**src/rtl/dmem_pkg.sv**
```systemverilog
// Shared types and default sizes for the data-memory DMA copier.
package dmem_pkg;

  localparam int ADDR_W_DEF = 8;
  localparam int DATA_W_DEF = 32;

  typedef enum logic [1:0] {
    ST_IDLE  = 2'd0,
    ST_READ  = 2'd1,
    ST_WRITE = 2'd2,
    ST_DONE  = 2'd3
  } dma_state_t;

endpackage

```
**src/rtl/dmem_dma.sv**
```systemverilog
// Word-by-word memory copier: one READ + one WRITE cycle per word, done pulse in cycle 2*len+1.
// No backpressure: the memory is assumed always ready; start is ignored unless idle.
module dmem_dma
  import dmem_pkg::*;
#(
  parameter int ADDR_W = ADDR_W_DEF,
  parameter int DATA_W = DATA_W_DEF
) (
  input  logic              DMA_clk,
  input  logic              DMA_reset,
  input  logic              DMA_start,
  input  logic [ADDR_W-1:0] DMA_src,
  input  logic [ADDR_W-1:0] DMA_dst,
  input  logic [ADDR_W:0]   DMA_len,
  output logic              DMA_busy,
  output logic              DMA_done,
  output logic [ADDR_W-1:0] DMA_mem_address,
  output logic [DATA_W-1:0] DMA_mem_data_out,
  output logic              DMA_mem_write,
  output logic              DMA_mem_read,
  input  logic [DATA_W-1:0] DMA_mem_data_in
);

  localparam logic [ADDR_W:0] ONE = {{ADDR_W{1'b0}}, 1'b1};

  dma_state_t        state, state_nxt;
  logic [ADDR_W-1:0] src_q, dst_q;
  logic [ADDR_W:0]   len_q;
  logic [ADDR_W:0]   idx;
  logic [DATA_W-1:0] buf_q;
  logic              last_word;

  // idx never exceeds len-1 <= 2^ADDR_W-1, so its low bits are the address offset.
  assign last_word = (idx == len_q - ONE);

  always_ff @(posedge DMA_clk) begin
    if (DMA_reset) begin
      state <= ST_IDLE;
      src_q <= '0;
      dst_q <= '0;
      len_q <= '0;
      idx   <= '0;
      buf_q <= '0;
    end else begin
      state <= state_nxt;
      case (state)
        ST_IDLE: begin
          if (DMA_start) begin
            src_q <= DMA_src;
            dst_q <= DMA_dst;
            len_q <= DMA_len;
            idx   <= '0;
          end
        end
        ST_READ:  buf_q <= DMA_mem_data_in;
        ST_WRITE: if (!last_word) idx <= idx + ONE;
        default:  ;
      endcase
    end
  end

  always_comb begin
    state_nxt        = state;
    DMA_busy         = 1'b0;
    DMA_done         = 1'b0;
    DMA_mem_read     = 1'b0;
    DMA_mem_write    = 1'b0;
    DMA_mem_address  = '0;
    DMA_mem_data_out = '0;
    case (state)
      ST_IDLE: begin
        if (DMA_start) state_nxt = (DMA_len == '0) ? ST_DONE : ST_READ;
      end
      ST_READ: begin
        DMA_busy        = 1'b1;
        DMA_mem_read    = 1'b1;
        DMA_mem_address = src_q + idx[ADDR_W-1:0];
        state_nxt       = ST_WRITE;
      end
      ST_WRITE: begin
        DMA_busy         = 1'b1;
        DMA_mem_write    = 1'b1;
        DMA_mem_address  = dst_q + idx[ADDR_W-1:0];
        DMA_mem_data_out = buf_q;
        state_nxt        = last_word ? ST_DONE : ST_READ;
      end
      ST_DONE: begin
        DMA_done  = 1'b1;
        state_nxt = ST_IDLE;
      end
      default: state_nxt = ST_IDLE;
    endcase
  end

endmodule
```
**config.mk**
```make
export PLATFORM = sky130hd
export DESIGN_NAME = dmem_dma
export DESIGN_NICKNAME = d
export VERILOG_FILES = /design/src/rtl/dmem_pkg.sv /design/src/rtl/dmem_dma.sv
export SDC_FILE = /design/constraint.sdc
export NUM_CORES = 1
export LEC_CHECK = 0
export ABC_CLOCK_PERIOD_IN_PS = 3300
export BUFFER_PORTS_ARGS = -buffer_cell sky130_fd_sc_hd__buf_4
export CAP_MARGIN = 20
export CORE_UTILIZATION = 47
export CTS_CLUSTER_DIAMETER = 200
export DETAILED_ROUTE_END_ITERATION = 8
export MAX_ROUTING_LAYER = met4
export PLACE_DENSITY = 0.83
export SLEW_MARGIN = 10
export SYNTH_ARGS = -nofsm -noshare
export SYNTH_HDL_FRONTEND = slang
export SYNTH_SLANG_ARGS = --single-unit
export TNS_END_PERCENT = 5
```
**constraint.sdc**
```tcl
create_clock -name DMA_clk -period 3.3 [get_ports DMA_clk]
set_input_delay 0.33 -clock DMA_clk [delete_from_list [all_inputs] [get_ports DMA_clk]]
set_output_delay 0.33 -clock DMA_clk [all_outputs]
set_load 0.01 [all_outputs]
```
==> flow_summary_export.csv <==
group,metric,value,unit
placed_design,placed_cell_area,4300,um^2
layout,final-seq-area,1370,um^2
power,internal_power,0.00196,W
worst_setup_path,crit_type,"reg2out",
clock_network,tritoncts,"done",
worst_setup_path,cp_cell_sequence,"inv_4, ha_4, mux2_4, ha_1, a21o_1, a21oi_2, nor2b_1, o21a_1, o41ai_2, xnor2_1, and2_1, buf_4",
clock_network,cts_buffers,9,
job,drv_cap,0,
min_path,worstHoldPathType,"in2reg",
floorplan,rows,30,
worst_setup_path,cp_max_fo,5,
power,leakagePower,1.99,nW
floorplan,num_io_pins,104,
worst_setup_path,rrSetupSlack,0.69,ns
power,p_per_area,651,nW/um^2
worst_setup_path,crit_required,2.97,ns
global_routing,antenna_found_initial,0,
global_routing,grt_overflow,0,
power,sw_frac_of_total,34.4,%
worst_setup_path,startpoint,"state[0]",
sta,hold_violations,0,
worst_setup_path,reg2reg_from,"len_q[0]",
min_path,min_from,"DMA_mem_data_in[27]",
layout,diodes,0,
drt,firstDrtPassIters,4,
layout,fill_cells,574,
drt,viasPerCell,5.20,
power,p_total,0.00298,W
sta,tns,0,ns
floorplan,start_util,49.9,%
sta,fmax,315,MHz
clock_network,cts_hold_buf,0,
drt,first_iter_violations,118,
power,peakVddDrop,0.000309,V
power,p_switching,0.00103,W
global_routing,grt_max_degree,62,
synth,postSynthAreaPerCell,8.53,um^2
floorplan,die-area,7720,um^2
sta,relSlewSlack,49.7,%
synth,synth-main-ff-cell,"dfxtp_1",
sta,holdWs,0.213,ns
placed_design,io_buffers,103,
synth,synth_cell_type_count,41,
sta,clock-skew-final,0.00760,ns
sta,report.final.slew_viol_count,0,
power,power.share.sequential,36.2,%
clock_network,htree_levels,3,
synth,yosysWarnings,0,
sta,worst_pin_slew,0.754,ns
synth,synthCells,406,
clock_network,path_clk_slew,0.08,ns
drt,vias,3140,
layout,drive_gt1_share,28.3,%
drt,wl_per_cell,14.7,um
layout,area_growth,32.2,%
placed_design,gp_congestion,0.908,
floorplan,die_w,87.8,um
drt,wirelength,8.88,mm
clock_network,cts_buffer_depth,2,
worst_setup_path,start_kind,"register",
layout,nets,577,
floorplan,core_region_area,6940,um^2
synth,synth_edf_count,0,
layout,postLayoutCoreUtil,65.9,%
clock_network,insertion_delay,0.35,ns
sta,rsz0062_at_grt,"no",
layout,multi_input_comb_area,2000,um^2
global_routing,grt_pass1_vias,2968,
run_status,outcome,"finished, final reports clean",
worst_setup_path,cp.arrival,2.84,ns
worst_setup_path,cp_slowest_stage_delay,0.37,ns
worst_setup_path,critPathCaptureType,"output pin",
sta,setup_viol,0,
layout,fin_area,4580,um^2
power,clockPowerShare,26.7,%
placed_design,dp_hpwl,6.38,mm
synth,yosysSeqAreaShare,39.3,%
drt,ant_nets,0,
sta,period_needed,3.17,ns
sta,min_period_over_period,96.1,%
synth,synth-seq-cells,68,
global_routing,track_usage,24.0,%
clock_network,clkSinkCount,68,
global_routing,grt_pass1_wl,13.7,mm
clock_network,cts-root-buf,"clkbuf_8",
synth,synth_nets,480,
power,power_frac_comb,37.1,%
synth,syn_area,3460,um^2
drt,drc_errors,0,
synth,synthArstFlopShare,0,%
floorplan,fp.dieH,87.8,um
worst_setup_path,slowest_stage,"dfxtp_4",
[power by group through the flow]
stage	combinational, W	clock [W]	sequential [W]
after global placement	0.00104	0	0.00108
after CTS	0.00109	0.000809	0.00108
after detailed placement	0.00107	0	0.00108
final	0.00111	0.000796	0.00108
after global routing	0.00120	0.000841	0.00110
after floorplan	0.000785	0	0.00105
[sequential cells by signal, summed over array words and instances, names as in the netlist]
name and count:
len_q 9, idx 9, buf_q 32, dst_q 8, src_q 8, state 2
[final cells by class]
type | count | share of cell area [%]
clock buffers | 11 | 3.31
well taps | 96 | 2.62
clock inverters | 5 | 1.80
repair buffers | 108 | 17.8
multi-input cells | 306 | 43.8
flip-flops and latches | 68 | 29.8
inverters | 10 | 0.874
[metal layers]
layer  global-route usage [%]  part of all wire [%]  up-vias
met4                     10.9                   2.9        0
met2                     39.4                    51       88
met5                        -                     0        -
met3                     4.05                   3.8       28
li1                         -                     -     1562
met1                     28.7                    43     1462
[cell usage in the layout (no fill, tap or decap), types with 3 or more instances in the layout]
cell / netlist / routed
mux2_2: 7 / 6
a31oi_1: 3 / 3
a211oi_1: 4 / 4
nand2_1: 55 / 55
xor2_1: 5 / 5
buf_4: 0 / 107
ha_1: 13 / 11
o21ai_1: 7 / 8
o21ai_0: 4 / 3
clkbuf_8: 0 / 11
dfxtp_1: 68 / 66
xnor2_1: 10 / 10
nor2_1: 43 / 43
mux2i_1: 35 / 35
or3_1: 8 / 8
a21oi_1: 34 / 33
inv_1: 10 / 9
nor4_1: 3 / 3
nor3_1: 3 / 3
and2_1: 41 / 41
nor2b_1: 8 / 8
[critical path, delay by kind of cell, from the launching register on]
family,cells,cell delay (ns)
AO/OA/AOI/OAI,4,0.80
buffers and inverters,2,0.18
multiplexers,1,0.31
adder cells (fa/ha/maj),2,0.45
XOR/XNOR,1,0.16
flip-flops,1,0.37
AND/OR/NAND/NOR,2,0.21
[per-stage QoR]
stage | setup WS, ns | instances
CTS | 0.00465 | 603
global placement | 0.228 | 587
finish | 0.129 | 604
detailed placement | 0.168 | 587
floorplan | 0.0275 | 406
global route | 0.00720 | 604
[worst paths after layout]
kind                         to  depth (start not counted)
max reg2reg              idx[1]                          9
max          DMA_mem_address[7]                         12
min reg2reg            dst_q[1]                          2
min                   buf_q[27]                          3
[synth_stat cells, drive strengths merged, types with 7 or more instances]
| cell | n | share of area [%] |
|---|---|---|
| clkbuf | 15 | 1.6 |
| mux2i | 35 | 10 |
| buf | 7 | 0.98 |
| inv | 10 | 1.1 |
| nor2 | 43 | 4.7 |
| nor2b | 8 | 1.4 |
| a21oi | 35 | 5.2 |
| mux2 | 7 | 2.3 |
| ha | 13 | 4.7 |
| dfxtp | 68 | 39 |
| o21ai | 11 | 1.6 |
| nand2 | 55 | 6.0 |
| and2 | 41 | 7.4 |
| or3 | 8 | 1.4 |
| xnor2 | 10 | 2.5 |
[logic make-up (layout without fill, tap and decap cells)]
logic type / count (synthesis) / in the layout / share of synthesized area [%]
AO/OA/AOI/OAI: 63 / 63 / 11.2
XOR/XNOR: 15 / 15 / 3.79
adder cells (fa/ha/maj): 14 / 14 / 5.27
buffers and inverters: 32 / 134 / 3.68
flip-flops: 68 / 68 / 39.3
multiplexers: 42 / 42 / 12.4
AND/OR/NAND/NOR: 172 / 172 / 24.4
[what timing repair did]
item,CTS,global route
buffers inserted,0,1
setup endpoints to repair,1,2
pin swaps,1,3
resized for setup,7,5
(Power assumes the default switching activity.)
